<file path="src/rtl/serializer_pkg.sv">
// -----------------------------------------------------------------------------
// serializer_pkg
// Shared types and sizing helpers for byte_serializer.
//   state_e        : frame FSM states (PAR is only reachable when the parity
//                    feature is compiled in)
//   cnt_width()    : bit counter width for a given word width
//   DEFAULT_CNT_W  : bit counter width for the default 8-bit word
// -----------------------------------------------------------------------------
package serializer_pkg;

   typedef enum logic [1:0] {
      IDLE  = 2'd0,
      SHIFT = 2'd1,
      PAR   = 2'd2
   } state_e;

   localparam int DEFAULT_WIDTH = 8;

   // The counter must be able to hold WIDTH, hence WIDTH+1 codes.
   function automatic int cnt_width(input int width);
      return $clog2(width + 1);
   endfunction

   localparam int DEFAULT_CNT_W = cnt_width(DEFAULT_WIDTH);

endpackage

</file>
<file path="src/rtl/byte_serializer.sv">
// -----------------------------------------------------------------------------
// byte_serializer
// Parallel-in, serial-out transmitter. Takes one WIDTH-bit word per
// in_valid/in_ready handshake and shifts it out one bit per sd_valid/sd_ready
// beat. With SERIALIZER_PARITY_EN defined an even-parity bit is appended to
// every frame and sd_last marks that parity bit; otherwise sd_last marks the
// final data bit.
//
// Parameters
//   WIDTH      word width in bits (>= 2)
//   MSB_FIRST  1: bit WIDTH-1 goes out first, 0: bit 0 goes out first
//
// Ports
//   clk        in   rising-edge clock
//   rst        in   synchronous active-high reset
//   in_valid   in   word on D is offered
//   D          in   parallel word, captured on the accept edge
//   in_ready   out  serializer can take a word
//   sd         out  current serial bit
//   sd_valid   out  sd holds a frame bit
//   sd_ready   in   downstream takes sd this cycle
//   sd_last    out  sd is the final bit of the frame
//   busy       out  a frame is in progress
//
// Build option: SERIALIZER_PARITY_EN
// -----------------------------------------------------------------------------
module byte_serializer
   import serializer_pkg::*;
#(
   parameter int WIDTH     = DEFAULT_WIDTH,
   parameter bit MSB_FIRST = 1'b1
) (
   input  logic             clk,
   input  logic             rst,
   input  logic             in_valid,
   input  logic [WIDTH-1:0] D,
   output logic             in_ready,
   output logic             sd,
   output logic             sd_valid,
   input  logic             sd_ready,
   output logic             sd_last,
   output logic             busy
);

   localparam int BIT_CNT_W = cnt_width(WIDTH);
   localparam logic [BIT_CNT_W-1:0] LAST_IDX = BIT_CNT_W'(WIDTH - 1);
`ifndef SERIALIZER_PARITY_EN
   localparam logic [BIT_CNT_W-1:0] PENULT_IDX = BIT_CNT_W'(WIDTH - 2);
`endif

   state_e                 state_q;
   logic [WIDTH-1:0]       shreg_q;
   logic [WIDTH-1:0]       shreg_d;
   logic [BIT_CNT_W-1:0]   bit_cnt_q;
   logic                   in_ready_q;
   logic                   sd_q;
   logic                   sd_valid_q;
   logic                   sd_last_q;
   logic                   busy_q;
`ifdef SERIALIZER_PARITY_EN
   logic                   parity_q;
`endif

   logic                   first_bit_d;  // bit that leads a freshly loaded word
   logic                   next_bit_d;   // bit that reaches the output after a shift
   logic                   accept;
   logic                   beat;

   assign accept = in_valid & in_ready_q;
   assign beat   = sd_valid_q & sd_ready;

   // NOTE: every variable assigned in always_comb gets a default first so no
   // path leaves it unassigned, which would otherwise infer a latch.
   always_comb begin
      shreg_d     = shreg_q;
      first_bit_d = 1'b0;
      next_bit_d  = 1'b0;
      if (MSB_FIRST) begin
         shreg_d     = {shreg_q[WIDTH-2:0], 1'b0};
         first_bit_d = D[WIDTH-1];
         next_bit_d  = shreg_q[WIDTH-2];
      end else begin
         shreg_d     = {1'b0, shreg_q[WIDTH-1:1]};
         first_bit_d = D[0];
         next_bit_d  = shreg_q[1];
      end
   end

   // Frame FSM with all outputs held in flops. sd is kept as its own register
   // (rather than a tap of shreg_q) because the parity bit shares the pin.
   // NOTE: sequential state uses non-blocking assignments so every flop sees
   // the pre-edge values of the others, independent of statement order.
   always_ff @(posedge clk) begin
      if (rst) begin
         state_q    <= IDLE;
         shreg_q    <= '0;
         bit_cnt_q  <= '0;
         in_ready_q <= 1'b0;
         sd_q       <= 1'b0;
         sd_valid_q <= 1'b0;
         sd_last_q  <= 1'b0;
         busy_q     <= 1'b0;
`ifdef SERIALIZER_PARITY_EN
         parity_q   <= 1'b0;
`endif
      end else begin
         case (state_q)
            IDLE: begin
               // First edge after reset release raises in_ready.
               in_ready_q <= 1'b1;
               if (accept) begin
                  shreg_q    <= D;
                  bit_cnt_q  <= '0;
                  state_q    <= SHIFT;
                  busy_q     <= 1'b1;
                  in_ready_q <= 1'b0;
                  sd_valid_q <= 1'b1;
                  sd_q       <= first_bit_d;
                  sd_last_q  <= 1'b0;
`ifdef SERIALIZER_PARITY_EN
                  parity_q   <= 1'b0;
`endif
               end
            end

            SHIFT: begin
               if (beat) begin
                  shreg_q   <= shreg_d;
                  bit_cnt_q <= bit_cnt_q + 1'b1;
`ifdef SERIALIZER_PARITY_EN
                  parity_q  <= parity_q ^ sd_q;
                  if (bit_cnt_q == LAST_IDX) begin
                     // Even parity: the accumulated XOR including this bit.
                     state_q   <= PAR;
                     sd_q      <= parity_q ^ sd_q;
                     sd_last_q <= 1'b1;
                  end else begin
                     sd_q      <= next_bit_d;
                  end
`else
                  if (bit_cnt_q == LAST_IDX) begin
                     state_q    <= IDLE;
                     busy_q     <= 1'b0;
                     in_ready_q <= 1'b1;
                     sd_valid_q <= 1'b0;
                     sd_q       <= 1'b0;
                     sd_last_q  <= 1'b0;
                  end else begin
                     sd_q      <= next_bit_d;
                     // The bit coming up is the final data bit.
                     sd_last_q <= (bit_cnt_q == PENULT_IDX);
                  end
`endif
               end
            end

`ifdef SERIALIZER_PARITY_EN
            PAR: begin
               if (beat) begin
                  state_q    <= IDLE;
                  busy_q     <= 1'b0;
                  in_ready_q <= 1'b1;
                  sd_valid_q <= 1'b0;
                  sd_q       <= 1'b0;
                  sd_last_q  <= 1'b0;
               end
            end
`endif

            default: begin
               state_q    <= IDLE;
               busy_q     <= 1'b0;
               in_ready_q <= 1'b0;
               sd_valid_q <= 1'b0;
               sd_q       <= 1'b0;
               sd_last_q  <= 1'b0;
            end
         endcase
      end
   end

   assign in_ready = in_ready_q;
   assign sd       = sd_q;
   assign sd_valid = sd_valid_q;
   assign sd_last  = sd_last_q;
   assign busy     = busy_q;

endmodule
</file>
<file path="config.mk">
export PLATFORM = sky130hd
export DESIGN_NAME = byte_serializer
export DESIGN_NICKNAME = d
export VERILOG_FILES = /design/src/rtl/serializer_pkg.sv /design/src/rtl/byte_serializer.sv
export SDC_FILE = /design/constraint.sdc
export NUM_CORES = 1
export LEC_CHECK = 0
export BUFFER_PORTS_ARGS = -buffer_cell sky130_fd_sc_hd__buf_2
export CELL_PAD_IN_SITES_DETAIL_PLACEMENT = 1
export CELL_PAD_IN_SITES_GLOBAL_PLACEMENT = 1
export CORE_MARGIN = 5
export CORE_UTILIZATION = 39
export CTS_CLUSTER_SIZE = 24
export DETAILED_ROUTE_END_ITERATION = 8
export PLACE_DENSITY_LB_ADDON = 0.25
export SLEW_MARGIN = 10
export SYNTH_ARGS = -nofsm -noshare
export SYNTH_HDL_FRONTEND = slang
export SYNTH_SLANG_ARGS = --single-unit
</file>
<file path="constraint.sdc">
create_clock -name clk -period 1.3 [get_ports clk]
set_clock_uncertainty 0.05 [all_clocks]
set_input_delay 0.13 -clock clk [delete_from_list [all_inputs] [get_ports clk]]
set_output_delay 0.13 -clock clk [all_outputs]
set_load 0.03 [all_outputs]
</file>
### After elaboration in Yosys (flattened, before gate mapping)

Cells that the tools add are included.

* bits in registers: 17
* input bits: 12
* output and inout bits: 5
* logic and storage cells: 48

* add/subtract/negate cells: 1
* equality and inequality tests: 6
* multiplexer cells: 26
* bitwise logic cells: 2
* reductions and logical operators: 6

Operators by type and width (count)
* $mux W7: 2
* $pmux W7 S2: 1
* $mux W1: 12
* $eq A4 B3 Y1 const B: 2
* $mux W4: 2
* $pmux W1 S2: 4
* $pmux W4 S2: 1
* $mux W2: 3
* $ne A2 B2 Y1 const B: 3
* $reduce_and A3 Y1: 2
* $add A4 B1 Y4 const B: 1
* $pmux W2 S2: 1
* $reduce_and A2 Y1: 2
* $and A1 B1 Y1: 2
* $eq A2 B1 Y1 const B: 1
* $logic_not A2 Y1: 1
* $reduce_bool A2 Y1: 1

### Depth between registers and ports, before layout

* word-level depth: 4
* depth in mapped cells: 5
* gate-level depth less buffers: 5

### Worst setup path after synthesis

OpenSTA, ideal clock, no wires.

* path type: register to register
* start point: register in_ready_q, in the netlist in_ready
* end point: register shreg_q[1]
* arrival: 1.114 ns
* path slack: 0.002 ns
* stages on the path, launching flop included: 5
* cell sequence: dfxtp_1 -> buf_4 -> nand2_2 -> a211oi_1 -> a211oi_1

* cells in the longest elaborated chain, start to end: 3

Ends and longest elaborated chain
* start, declared: line byte_serializer.sv:55 `logic in_ready_q;`
* start signal, assigned: line byte_serializer.sv:98 `in_ready_q <= 1'b0;`
* start signal, assigned: line byte_serializer.sv:110 `in_ready_q <= 1'b1;`
* start signal, assigned: line byte_serializer.sv:116 `in_ready_q <= 1'b0;`
* $and A1 B1 Y1: line byte_serializer.sv:69 `assign accept = in_valid & in_ready_q;`
* $ne A2 B2 Y1 (no line)
* $reduce_and A3 Y1 (no line)
* end signal, assigned: line byte_serializer.sv:128 `shreg_q <= shreg_d;`
* end, declared: line byte_serializer.sv:52 `logic [WIDTH-1:0] shreg_q;`

Every way passes these cells.
A chain may end at the register's enable or synchronous reset.

==> flow_summary_export.csv <==
group,metric,value,unit
clock_network,cts_made_buffers,3,
flow_run,cap_viol_max_count,0,
route,drt_first_pass_iters,2,
floorplan,start_util,41.3,%
global_routing,grt_pass1_wl,3480,um
synthesis,syn_area,811,um^2
final_layout,diodes,0,
floorplan,die_area,3090,um^2
route,drt_iter0_drc,4,
synthesis,yosysUniqueCellTypes,30,
global_routing,grt_max_degree,16,
placement,routabilityCongestion,0.767,
placement,place.port_buffers,16,
timing,slew_viol_final,0,
floorplan,ios,17,
synthesis,synth_top_area_cell,"dfxtp_1",
clock_network,cts_max_level,1,
clock_network,ctsRootBufferMaster,"clkbuf_4",
power,intPower,0.701,mW
worst_setup_path,path_max_fanout,13,
timing,fmax,827,MHz
power,p_seq_share,51.8,%
synthesis,avgSynthCellArea,9.32,um^2
synthesis,synth_seq_area_share,37.0,%
synthesis,synth_warnings,0,
timing,hold_violations,0,
clock_network,cts_tree,"yes",
timing,whs,0.102,ns
power,sw_frac_of_total,30.3,%
final_layout,drive_gt1_share,34.0,%
timing,setup-tns-final,0,ns
timing,relSlewSlack,79.9,%
timing,finalCriticalPeriod,1.21,ns
route,via_per_inst,5.50,
clock_network,clock_path_buffers,2,
synthesis,syn_inst,87,
final_layout,fillers,253,
worst_setup_path,crit_type,"flip-flop to primary output",
synthesis,synth_top_area_share,37.0,%
clock_network,worstSkewPairLatency,0.28,ns
floorplan,rows,16,
worst_hold_path,hold_class,"input port to flip-flop",
power,p_switching,0.305,mW
clock_network,cts.sinks,15,
route,ant_nets,0,
clock_network,postCtsResizedCells,4,
timing,tightest_slew,0.301,ns
global_routing,grt-ovfl-total,0,
clock_network,cts_setup_buffers,0,
floorplan,die_x,55.6,um
route,wl,1970,um
power,comb_power_share,20.6,%
power,p_per_area,1050,nW/um^2
placement,dp_hpwl,1410,um
clock_network,cts.reportedPaths.clkPinSlew,0.09,ns
synthesis,synthTopCellsByArea,"dfxtp_1, a211oi_1, mux2i_1, and3_1, buf_6",
final_layout,final_nets,121,
worst_setup_path,crit_arrival,1.03,ns
global_routing,grt_usage,13.9,%
power,leakage,0.390,nW
final_layout,syn_to_final_growth,17.9,%
worst_setup_path,worst_setup_path_start_kind,"flip-flop",
synthesis,synth-seq-cells,15,
floorplan,core,1960,um^2
route,vias,731,
final_layout,design_area,956,um^2
run_status,outcome,"completed",
global_routing,antenna_found_initial,0,
floorplan,dieHeight,55.6,um
worst_setup_path,cp-end-kind,"primary output",
power,vdd_drop_max,0.560,mV
synthesis,synth_fp_nets,101,
timing,rsz0062_at_grt,"no",
clock_network,cts_hold_buf,0,
global_routing,grt_pass1_vias,755,
route,wl_per_cell,14.8,um
worst_setup_path,critical_path_required,1.12,ns
route,drc,0,
timing,setup_viol,0,
power,clkPwrFrac,27.6,%
placement,placed_area,912,um^2
timing,post-route-period-util,93.0,%
-- cells in the final DEF (no fill, tap or decap), types with 2 or more instances in the layout --
cell type / instances
nand2_1: 4
a21oi_1: 5
dfxtp_1: 12
nor2_1: 2
dfxtp_2: 2
mux2i_1: 6
clkbuf_4: 3
a211oi_1: 15
buf_2: 14
nand4_1: 3
buf_4: 7
nor2b_1: 2
and3_1: 6
a31oi_1: 2
nand3_1: 4
-- synth_stat cells (all sizes together) --
library cell,instances
dfxtp,15
nor2b,2
a211oi,15
nor3,1
ha,2
nand3,4
o21ai,1
a21o,1
or3,1
or2,1
a21oi,6
nand2,5
and3,7
a221oi,1
buf,6
clkbuf,1
a31oi,2
mux2i,6
nand4,3
nand3b,2
inv,2
nor2,2
a311oi,1
-- critical path: stages, from the launching register on --
cell and delay [ns]:
dfxtp_4 0.41, buf_6 0.16, buf_4 0.17
-- logic make-up after synthesis --
kind of cell    after synthesis  share of synthesized area [%]
simple gates                 28                           19.9
compound gates               27                           24.5
flops                        15                           37.0
buf+inv                       9                           8.02
mux                           6                           7.41
fa+ha+maj                     2                           3.09
-- power groups by stage --
stage                     Combinational (mW)  Clock, mW  Sequential (mW)
final                                  0.207      0.277            0.521
after global routing                   0.230      0.318            0.526
after CTS                              0.208      0.291            0.519
after detailed placement               0.203          0            0.529
after global placement                 0.198          0            0.528
after floorplan                        0.137          0            0.538
-- state kept, by name, indices dropped and copies added (netlist names) --
register   cells
sd             1
shreg_q        7
bit_cnt_q      4
busy           1
sd_last        1
in_ready       1
-- path summary, 6_finish.rpt --
kind                startpoint           end  slack, ns  cells after the start
hold reg to reg        sd_last       sd_last       0.42                      2
hold / removal            D[0]    shreg_q[0]       0.10                      3
setup reg to reg  bit_cnt_q[1]  bit_cnt_q[1]       0.13                      4
setup / recovery          busy      sd_valid       0.09                      2
-- metrics by stage --
stage / cells / total power [mW] / worst slack (ns) / util (%)
2_1_floorplan: 87 / 0.675 / 0.00217 / -
3_3_place_gp: 129 / 0.727 / 0.141 / 46.5
3_5_place_dp: 129 / 0.732 / 0.103 / 46.5
4_1_cts: 133 / 1.02 / 0.00270 / 48.3
5_1_grt: 133 / 1.07 / 0.0188 / 48.7
6_report: 133 / 1.01 / 0.0909 / 48.7
-- layer usage --
layer | global-route usage [%] | routed length (um)
met4 | 6.25 | 12
met3 | 3.02 | 55
met1 | 18.6 | 1000
met5 | 0 | 0
met2 | 21.3 | 904
-- cell type report --
cell class	count	area (um^2)	area share (%)
multi-input combinational	63	448	46.9
sequential	15	307	32.1
timing repair buffer	22	134	14.0
tap	27	33.8	3.53
clock buffer	4	26.3	2.75
inverter	2	7.51	0.785
No activity file was read; power rests on OpenSTA's default activity.
